==> config.mk <==
export PLATFORM = sky130hd
export DESIGN_NAME = rnd_harvester_flat
export DESIGN_NICKNAME = d
export VERILOG_FILES = /design/src/rtl/rnd_harvester_if.sv /design/src/rtl/rnd_harvester.sv /design/src/flat_wrapper.sv
export SDC_FILE = /design/constraint.sdc
export NUM_CORES = 1
export LEC_CHECK = 0
export BUFFER_PORTS_ARGS = -buffer_cell sky130_fd_sc_hd__buf_4
export CORE_MARGIN = 4
export CORE_UTILIZATION = 59
export DETAILED_ROUTE_END_ITERATION = 10
export PLACE_DENSITY = 0.79
export SYNTH_ARGS = -nofsm -noshare
export SYNTH_HDL_FRONTEND = slang
export SYNTH_SLANG_ARGS = --single-unit
==> constraint.sdc <==
create_clock -name clk -period 2.9 [get_ports clk]
set_input_delay 0.58 -clock clk [delete_from_list [all_inputs] [get_ports clk]]
set_output_delay 0.58 -clock clk [all_outputs]
set_load 0.05 [all_outputs]
==> src/rtl/rnd_harvester_if.sv <==
// Output stream of rnd_harvester: FIFO head word, valid/ready handshake and occupancy.
interface rnd_harvester_if #(
  parameter int WIDTH = 16,
  parameter int DEPTH = 4
) ();
  localparam int LVL_W = $clog2(DEPTH + 1);

  logic [WIDTH-1:0] out_data;
  logic             out_valid;
  logic             out_ready;
  logic [LVL_W-1:0] level;

  modport master (output out_data, output out_valid, output level, input out_ready);
  modport slave  (input out_data, input out_valid, input level, output out_ready);
endinterface

==> src/rtl/rnd_harvester.sv <==
// Entropy harvester: synchronise one source, health-test, pack MSB-first, buffer in a FIFO.
// Optional von Neumann debiasing is compiled in with the RND_VN_DEBIAS_EN macro.
module rnd_harvester #(
  parameter int CHANNELS  = 8,
  parameter int WIDTH     = 16,
  parameter int DEPTH     = 4,
  parameter int REP_LIMIT = 32,
  localparam int SEL_W    = (CHANNELS > 1) ? $clog2(CHANNELS) : 1
) (
  input  logic                clk,
  input  logic                rst,
  input  logic [CHANNELS-1:0] entropy_in,
  input  logic [SEL_W-1:0]    sel,
  input  logic                freeze,
  input  logic                clr,
  rnd_harvester_if.master     out,
  output logic                overflow,
  output logic                stuck
);
  localparam int CNT_W = $clog2(WIDTH);
  localparam int REP_W = $clog2(REP_LIMIT + 1);
  localparam int PTR_W = (DEPTH > 1) ? $clog2(DEPTH) : 1;
  localparam int LVL_W = $clog2(DEPTH + 1);

  logic             sync1_q, sync2_q, prev_q;
  logic [SEL_W-1:0] sel_q;
  logic [1:0]       flush_q;
  logic [CNT_W-1:0] bitcnt_q;
  logic [WIDTH-2:0] shreg_q;
  logic [REP_W-1:0] rep_q;
  logic             overflow_q, stuck_q;
  logic [WIDTH-1:0] mem [DEPTH];
  logic [PTR_W-1:0] wr_ptr_q, rd_ptr_q;
  logic [LVL_W-1:0] count_q;

  logic             raw_bit, sel_change, flushing, cand_take, trip;
  logic             accept, acc_bit, push, pop, full, wr_en, drop;
  logic [REP_W-1:0] rep_cand;
  logic [WIDTH-1:0] word_next;

  function automatic logic [PTR_W-1:0] ptr_inc(input logic [PTR_W-1:0] p);
    return (p == PTR_W'(DEPTH - 1)) ? '0 : p + PTR_W'(1);
  endfunction

  assign raw_bit    = (int'(sel) < CHANNELS) ? entropy_in[sel] : 1'b0;
  assign sel_change = (sel != sel_q);
  assign flushing   = sel_change || (flush_q != 2'd0);
  assign cand_take  = !flushing && !freeze;
  // rep_q == 0 means no previous candidate since the last flush.
  assign rep_cand   = ((rep_q != '0) && (sync2_q == prev_q)) ? rep_q + REP_W'(1) : REP_W'(1);
  assign trip       = cand_take && (rep_cand == REP_W'(REP_LIMIT));

`ifdef RND_VN_DEBIAS_EN
  logic pair_have_q, pair_first_q;

  assign accept  = cand_take && !trip && pair_have_q && (pair_first_q != sync2_q);
  assign acc_bit = pair_first_q;

  always_ff @(posedge clk or posedge rst) begin
    if (rst) begin
      pair_have_q  <= 1'b0;
      pair_first_q <= 1'b0;
    end else if (flushing || trip) begin
      pair_have_q  <= 1'b0;
    end else if (cand_take) begin
      pair_have_q  <= !pair_have_q;
      if (!pair_have_q) pair_first_q <= sync2_q;
    end
  end
`else
  assign accept  = cand_take && !trip;
  assign acc_bit = sync2_q;
`endif

  assign word_next = {shreg_q, acc_bit};
  assign push      = accept && (bitcnt_q == CNT_W'(WIDTH - 1));
  assign pop       = (count_q != '0) && out.out_ready;
  assign full      = (count_q == LVL_W'(DEPTH));
  assign wr_en     = push && (!full || pop);
  assign drop      = push && full && !pop;

  // Left unreset so the select seen during reset does not trigger a second flush on release.
  always_ff @(posedge clk) begin
    sel_q <= sel;
  end

  always_ff @(posedge clk or posedge rst) begin
    if (rst) begin
      sync1_q    <= 1'b0;
      sync2_q    <= 1'b0;
      prev_q     <= 1'b0;
      flush_q    <= 2'd2;
      bitcnt_q   <= '0;
      shreg_q    <= '0;
      rep_q      <= '0;
      overflow_q <= 1'b0;
      stuck_q    <= 1'b0;
    end else begin
      sync1_q <= raw_bit;
      sync2_q <= sync1_q;
      if (sel_change)            flush_q <= 2'd2;
      else if (flush_q != 2'd0)  flush_q <= flush_q - 2'd1;

      if (flushing) begin
        bitcnt_q <= '0;
        rep_q    <= '0;
      end else if (cand_take) begin
        prev_q <= sync2_q;
        if (trip) begin
          rep_q    <= REP_W'(1);
          bitcnt_q <= '0;
        end else begin
          rep_q <= rep_cand;
          if (accept) begin
            shreg_q  <= word_next[WIDTH-2:0];
            bitcnt_q <= push ? '0 : bitcnt_q + CNT_W'(1);
          end
        end
      end

      // A set event on the same cycle as clr takes priority.
      if (drop)     overflow_q <= 1'b1;
      else if (clr) overflow_q <= 1'b0;
      if (trip)     stuck_q    <= 1'b1;
      else if (clr) stuck_q    <= 1'b0;
    end
  end

  always_ff @(posedge clk) begin
    if (wr_en) mem[wr_ptr_q] <= word_next;
  end

  always_ff @(posedge clk or posedge rst) begin
    if (rst) begin
      wr_ptr_q <= '0;
      rd_ptr_q <= '0;
      count_q  <= '0;
    end else begin
      if (wr_en) wr_ptr_q <= ptr_inc(wr_ptr_q);
      if (pop)   rd_ptr_q <= ptr_inc(rd_ptr_q);
      if (wr_en && !pop)      count_q <= count_q + LVL_W'(1);
      else if (!wr_en && pop) count_q <= count_q - LVL_W'(1);
    end
  end

  assign out.out_data  = (count_q != '0) ? mem[rd_ptr_q] : '0;
  assign out.out_valid = (count_q != '0);
  assign out.level     = count_q;
  assign overflow      = overflow_q;
  assign stuck         = stuck_q;
endmodule

==> src/flat_wrapper.sv <==
// flat-port wrapper written by rule: the top's interface ports become plain ports
module rnd_harvester_flat 
#(
  parameter int CHANNELS  = 8,
  parameter int WIDTH     = 16,
  parameter int DEPTH     = 4,
  parameter int REP_LIMIT = 32,
  localparam int SEL_W    = (CHANNELS > 1) ? $clog2(CHANNELS) : 1
)
  (clk, rst, entropy_in, sel, freeze, clr, overflow, stuck, out_out_data, out_out_valid, out_level, out_out_ready);
  rnd_harvester_if #(.WIDTH(WIDTH), .DEPTH(DEPTH)) out_i ();
  input  logic clk;
  input  logic rst;
  input  logic [CHANNELS-1:0] entropy_in;
  input  logic [SEL_W-1:0] sel;
  input  logic freeze;
  input  logic clr;
  output logic overflow;
  output logic stuck;
  output wire logic [$bits(out_i.out_data)-1:0] out_out_data;
  output wire logic [$bits(out_i.out_valid)-1:0] out_out_valid;
  output wire logic [$bits(out_i.level)-1:0] out_level;
  input wire logic [$bits(out_i.out_ready)-1:0] out_out_ready;
  assign out_out_data = out_i.out_data;
  assign out_out_valid = out_i.out_valid;
  assign out_level = out_i.level;
  assign out_i.out_ready = out_out_ready;
  rnd_harvester #(.CHANNELS(CHANNELS), .WIDTH(WIDTH), .DEPTH(DEPTH), .REP_LIMIT(REP_LIMIT)) u_core (.clk(clk), .rst(rst), .entropy_in(entropy_in), .sel(sel), .freeze(freeze), .clr(clr), .out(out_i), .overflow(overflow), .stuck(stuck));
endmodule
Word-level counts from Yosys, hierarchy flattened. Memory sizes are Yosys's and may differ from the RTL's. Index checks and enable logic that the tools add are counted. W data, S select, Z words.

Div/mod/pow operators: 0. $add $sub $neg: 7. Bitwise operators: 2. Mux-type cells: 23. Magnitude comparators: 1. Reductions and logical operators: 31. Eq/ne operators: 7. Multiply operators: 0. Shift operators: 0.

Operators with widths (count): $mux W6 (4); $mux W4 (5); $mux W16 (1); $reduce_bool A2 Y1 (6); $logic_and A1 B1 Y1 (11); $mux W2 (4); $add A6 B1 Y6 const B (1); $eq A6 B6 Y1 const B (1); $logic_not A1 Y1 (6); $mux W1 (6); $mux W3 (2); $reduce_bool A3 Y1 (2); $reduce_bool A6 Y1 (1); $add A2 B1 Y2 const B (2); $add A4 B1 Y4 const B (1); $eq A2 B2 Y1 const B (2); $eq A4 B4 Y1 const B (1); $lt A3 B4 Y1 const B (1); $reduce_and A2 Y1 (2); $reduce_and A4 Y1 (1); $add A3 B1 Y3 const B (1); $bmux W1 S3 (1); $eq A3 B3 Y1 const B (1); $ne A3 B3 Y1 (1); 5 further kinds (7).

RAM bits: 64. Input port bits: 16. Word-level logic and storage cells: 85. Output and inout bits: 22. Bits in read-only memories: 0. Bits in registers: 42. Latch bits: 0. Memories: 1.

Memories: u_core.mem (words 4, bits a word 16, rd ports 1, clocked after memory_dff 0, write ports 1, RTL line rnd_harvester.sv:32) `logic [WIDTH-1:0] mem [DEPTH];`.

Logic depth before layout (Yosys ltp).
Word-level depth: 13. Depth in mapped cells: 12. Mapped depth without buffers: 12.

Least setup slack after synthesis. Ideal clock, no wire load.

Path type: register -> output. Start point: register u_core.count_q[0] (netlist: u_core.out.level[0]). End point: output port out_out_data[10]. Buffers on the path: 2. Required time: 2320 ps. Cell stages (with the launch flop): 5. Slack: 156 ps. Arrival: 2164 ps. Cells stage by stage: dfrtp_1 > or3_1 > clkbuf_1 > clkbuf_1 > and2_1.

Cells in the longest elaborated chain, start to end: 2.

RTL lines: start: declaration (RTL line rnd_harvester.sv:34) `logic [LVL_W-1:0] count_q;`; start signal: assignment (RTL line rnd_harvester.sv:141) `if (wr_en && !pop) count_q <= count_q + LVL_W'(1);`; start signal: assignment (RTL line rnd_harvester.sv:142) `else if (!wr_en && pop) count_q <= count_q - LVL_W'(1);`; $reduce_bool A3 Y1; named net out_out_valid (RTL line flat_wrapper.sv:21) `output wire logic [$bits(out_i.out_valid)-1:0] out_out_valid;`; $mux W16 (RTL line rnd_harvester.sv:146) `assign out.out_data = (count_q != '0) ? mem[rd_ptr_q] : '0;`; end: declaration (RTL line flat_wrapper.sv:20) `output wire logic [$bits(out_i.out_data)-1:0] out_out_data;`.

The timed path passes the listed nets, and every way through them passes these cells.

Final worst setup path.
Start point: register u_core.rep_q[0]. End point: memory u_core.mem[3][10], enable pin.

Cells in the longest elaborated chain, start to end: 11. Elaborated cells on any way between the ends: 12. Those cells by class: add/sub (1); eq/ne (1); mux (3); reduce/logical (7).

RTL lines: start: declaration (RTL line rnd_harvester.sv:30) `logic [REP_W-1:0] rep_q;`; start signal: assignment (RTL line rnd_harvester.sv:113) `rep_q <= rep_cand;`; parallel branches: the longest is 2 deep, another holds $add A6 B1 Y6; $mux W6 (*) (RTL line rnd_harvester.sv:50) `assign rep_cand = ((rep_q != '0) && (sync2_q == prev_q)) ? rep_q + REP_W'(1) : REP_W'(1);`; $eq A6 B6 Y1 (*) (RTL line rnd_harvester.sv:51) `assign trip = cand_take && (rep_cand == REP_W'(REP_LIMIT));`; $logic_and A1 B1 Y1 (*) (RTL line rnd_harvester.sv:51); $logic_not A1 Y1 (*) (RTL line rnd_harvester.sv:71) `assign accept = cand_take && !trip;`; $logic_and A1 B1 Y1 (*) (RTL line rnd_harvester.sv:71); $logic_and A1 B1 Y1 (*) (RTL line rnd_harvester.sv:76) `assign push = accept && (bitcnt_q == CNT_W'(WIDTH - 1));`; $logic_and A1 B1 Y1 (*) (RTL line rnd_harvester.sv:79) `assign wr_en = push && (!full || pop);`; $mux W1 (*) (RTL line rnd_harvester.sv:130) `if (wr_en) mem[wr_ptr_q] <= word_next;`; $mux W1 (not written as such) (*) (RTL line rnd_harvester.sv:130); end: declaration (RTL line rnd_harvester.sv:32).

Mark *: on every way between the ends.

==> impl_metrics.toml <==
[sta]
slew_headroom_pct = 38.9
rsz0062_at_grt = "no"
fin_crit_sh_pct = 93.5
setup-violations-final = 0
tightestPinTransition_ns = 0.917
timing.final.hold_violations = 0
setup_tns_ns = 0
finalCriticalPeriod_ns = 2.71
holdWs_ns = 0.352
fmax_mhz = 369
slew_violations = 0
clock-skew-final_ns = 0.00946

[setup_path]
crit_type = "reg2reg"
reg2regPathDepth = 6
critPathRequiredTime_ns = 2.88
crit_path_end_kind = "flip-flop"
worstSetupStartpointType = "flip-flop"
critical_path.top_delay_family = "simple AND/OR/NAND/NOR gates"
max_stage_delay_ns = 0.78
r2r-end = "u_core.mem[3][10]"
cpMaxStageDelayCell = "and3_1"
path_buf_inv = 0
rrSetupSlack_ns = 0.19
r2r_start = "u_core.rep_q[0]"
path_cells = "ha_1 > nand2_1 > nor3_1 > o2111ai_2 > or2_2 > and3_1"
arrival_ns = 2.70
path_max_fanout = 16

[synth]
syn_area_per_cell_sq_um = 15.9
syn_inst = 287
synth.distinct_cells = 52
synth_nets = 314
ys_seq_elements = 106
synth_edf_count = 64
synth_ff_type = "edfxtp_1"
ys_seq_area_share_pct = 64.7
synth_warnings = 0
ys_async_sr_fraction_pct = 36.8
synth_area_sq_um = 4570

[finish]
syn2layout_area_growth_pct = 13.1
drive_gt1_share_pct = 32.9
final_util_pct = 69.8
diodes = 0
fin_nets = 359

[power]
powerDensity_nw_per_um2 = 502
ir_worst_vdd_mv = 0.340
p_leak_nw = 2.06

[clocking]
clkLatencyLatePin_ns = 0.36
clkSlewWorstSetupHoldPaths_ns = 0.10
htreeDepth = 3
cts_buffers = 9
clock_path_buffers = 2
cts_num_sinks = 106
cts_tree = "built"
cts_setup_buffers = 0
root_buffer = "clkbuf_8"

[global_route]
grt_overflow = 0
grt_max_degree = 40
antenna_found_initial = 0
grtUsageTotal_pct = 18.8
grt_pass1_wl_mm = 12.6
grt_pass1_vias = 2521

[drt]
drt-initial-drc-count = 79
post-route-drc-count = 0
viasPerCell = 5.64
antenna_left = 0
firstDrtPassIters = 4
routedWlPerCell_microns = 17.7
vias = 2460
totalWireLength_mm = 7.74

[placed_design]
dpl.hpwl_mm = 5.08
place_congestion = 0.771
portBuffers = 37

[die]
fp-row-count = 31
fp.dieH_microns = 96.0
ios = 38
die_x_microns = 96.0
core_area_sq_um = 7410
die-area_sq_um = 9220
floorplan.initialDensity_pct = 61.7

[job]
drv_cap = 0

[hold_path]
hp-class = "in2async"

[status]
status = "finished clean"
## Yosys cell counts (all sizes together), types with 5 or more instances
cell	instances	area (sq um)
inv	14	52.6
clkbuf	5	18.8
nand2	10	40.0
o21ai	7	46.3
dfrtp	38	951
mux2	21	270
nor3	7	35.0
edfxtp	64	1920
ha	10	125
xnor2	5	43.8
mux4	18	405
nor2	11	41.3
nand3	5	25.0
buf	6	45.1
and2	16	100
a21oi	9	45.0
## routing by layer
metal	up-vias	wire (microns)	track usage, %	share of wire [%]
met1	1234	3360	23.7	43
met4	0	132	7.58	1.7
met5	-	0	0	0
li1	1162	-	-	-
met2	52	3970	32.1	51
met3	12	274	3.21	3.5
## kinds of logic (layout without fill, tap and decap cells)
logic type | Yosys count | count (layout) | synth area share, %
AOI/OAI and AO/OA | 31 | 31 | 5.09
xor gates and xnor gates | 9 | 9 | 1.72
adders and majority gates | 11 | 11 | 3.18
buffers and inverters | 25 | 75 | 2.55
DFF | 106 | 106 | 64.7
muxes | 40 | 40 | 15.0
and+or+nand+nor | 65 | 65 | 7.72
## worst max path at each step
stage / end / cells after the start / from
5_1_grt: u_core.out.level[1] / 10 / u_core.rep_q[1]
6_report: u_core.mem[3][10] / 6 / u_core.rep_q[0]
3_5_place_dp: u_core.out.level[1] / 10 / out_out_ready
3_3_place_gp: u_core.out.level[1] / 10 / out_out_ready
2_1_floorplan: out_out_data[10] / 4 / u_core.out.level[0]
4_1_cts: u_core.out.level[1] / 10 / u_core.rep_q[0]
## worst register-to-register path, cell delays in order, from the launching register on
cell	delay [ns]
dfrtp_2	0.46
ha_1	0.27
nand2_1	0.08
nor3_1	0.05
o2111ai_2	0.44
or2_2	0.26
and3_1	0.78
## sequential cells by signal, indices dropped and copies added, names as in the netlist
| signal | cells |
|---|---|
| u_core.bitcnt_q | 4 |
| u_core.overflow | 1 |
| u_core.stuck | 1 |
| u_core.acc_bit | 1 |
| u_core.wr_ptr_q | 2 |
| u_core.mem | 64 |
| u_core.rep_q | 6 |
| u_core.sel_q | 3 |
| u_core.out.level | 3 |
| u_core.rd_ptr_q | 2 |
| u_core.shreg_q | 15 |
| u_core.sync1_q | 1 |
| u_core.prev_q | 1 |
| u_core.flush_q | 2 |
## repair_timing
action                                  CTS  global route
resized for setup                         0             2
hold buffers                              0             0
endpoints found under the setup margin    0             2
## report_power, final
group / switching (W) / total [W] / internal (W)
Clock: 0.000483 / 0.000890 / 0.000407
Combinational: 0.0000387 / 0.0000808 / 0.0000421
Sequential: 0.0000141 / 0.00162 / 0.00161
Total: 0.000536 / 0.00259 / 0.00206
## stage by stage
step           setup slack, ns  total power [W]  cell area, sq um  std cells
2_1_floorplan            0.156          0.00170              4570        287
5_1_grt                 0.0121          0.00269              5170        436
6_report                 0.187          0.00259              5170        436
3_5_place_dp             0.104          0.00174              4970        420
4_1_cts                  0.148          0.00261              5160        436
3_3_place_gp             0.158          0.00173              4970        420
## placed cells by master, fill, tap and decap left out, types with 2 or more instances in the layout
cell type	instances
or2_2	2
mux4_2	18
xnor2_1	5
clkbuf_1	2
mux2_4	9
or3_1	2
nor3_1	7
clkinv_4	2
clkbuf_8	9
o21ai_0	5
and3_1	4
a2bb2oi_1	2
edfxtp_1	64
dfrtp_1	37
a21o_1	2
and2_1	16
nand2_1	9
ha_1	10
nor2_1	11
buf_4	45
dfxtp_1	3
mux2_2	12
xor2_1	4
nand3_1	5
inv_1	14
a21oi_1	9
## final cells by class
| class | instances | area (sq um) |
|---|---|---|
| sequential | 106 | 2960 |
| fill | 489 | 2240 |
| multi-input combinational | 156 | 1500 |
| timing repair buffer | 45 | 338 |
| clock buffer | 11 | 131 |
| tap | 99 | 124 |
| clock inverter | 5 | 63.8 |
| inverter | 14 | 52.6 |
No activity file was read; power rests on OpenSTA's default activity.
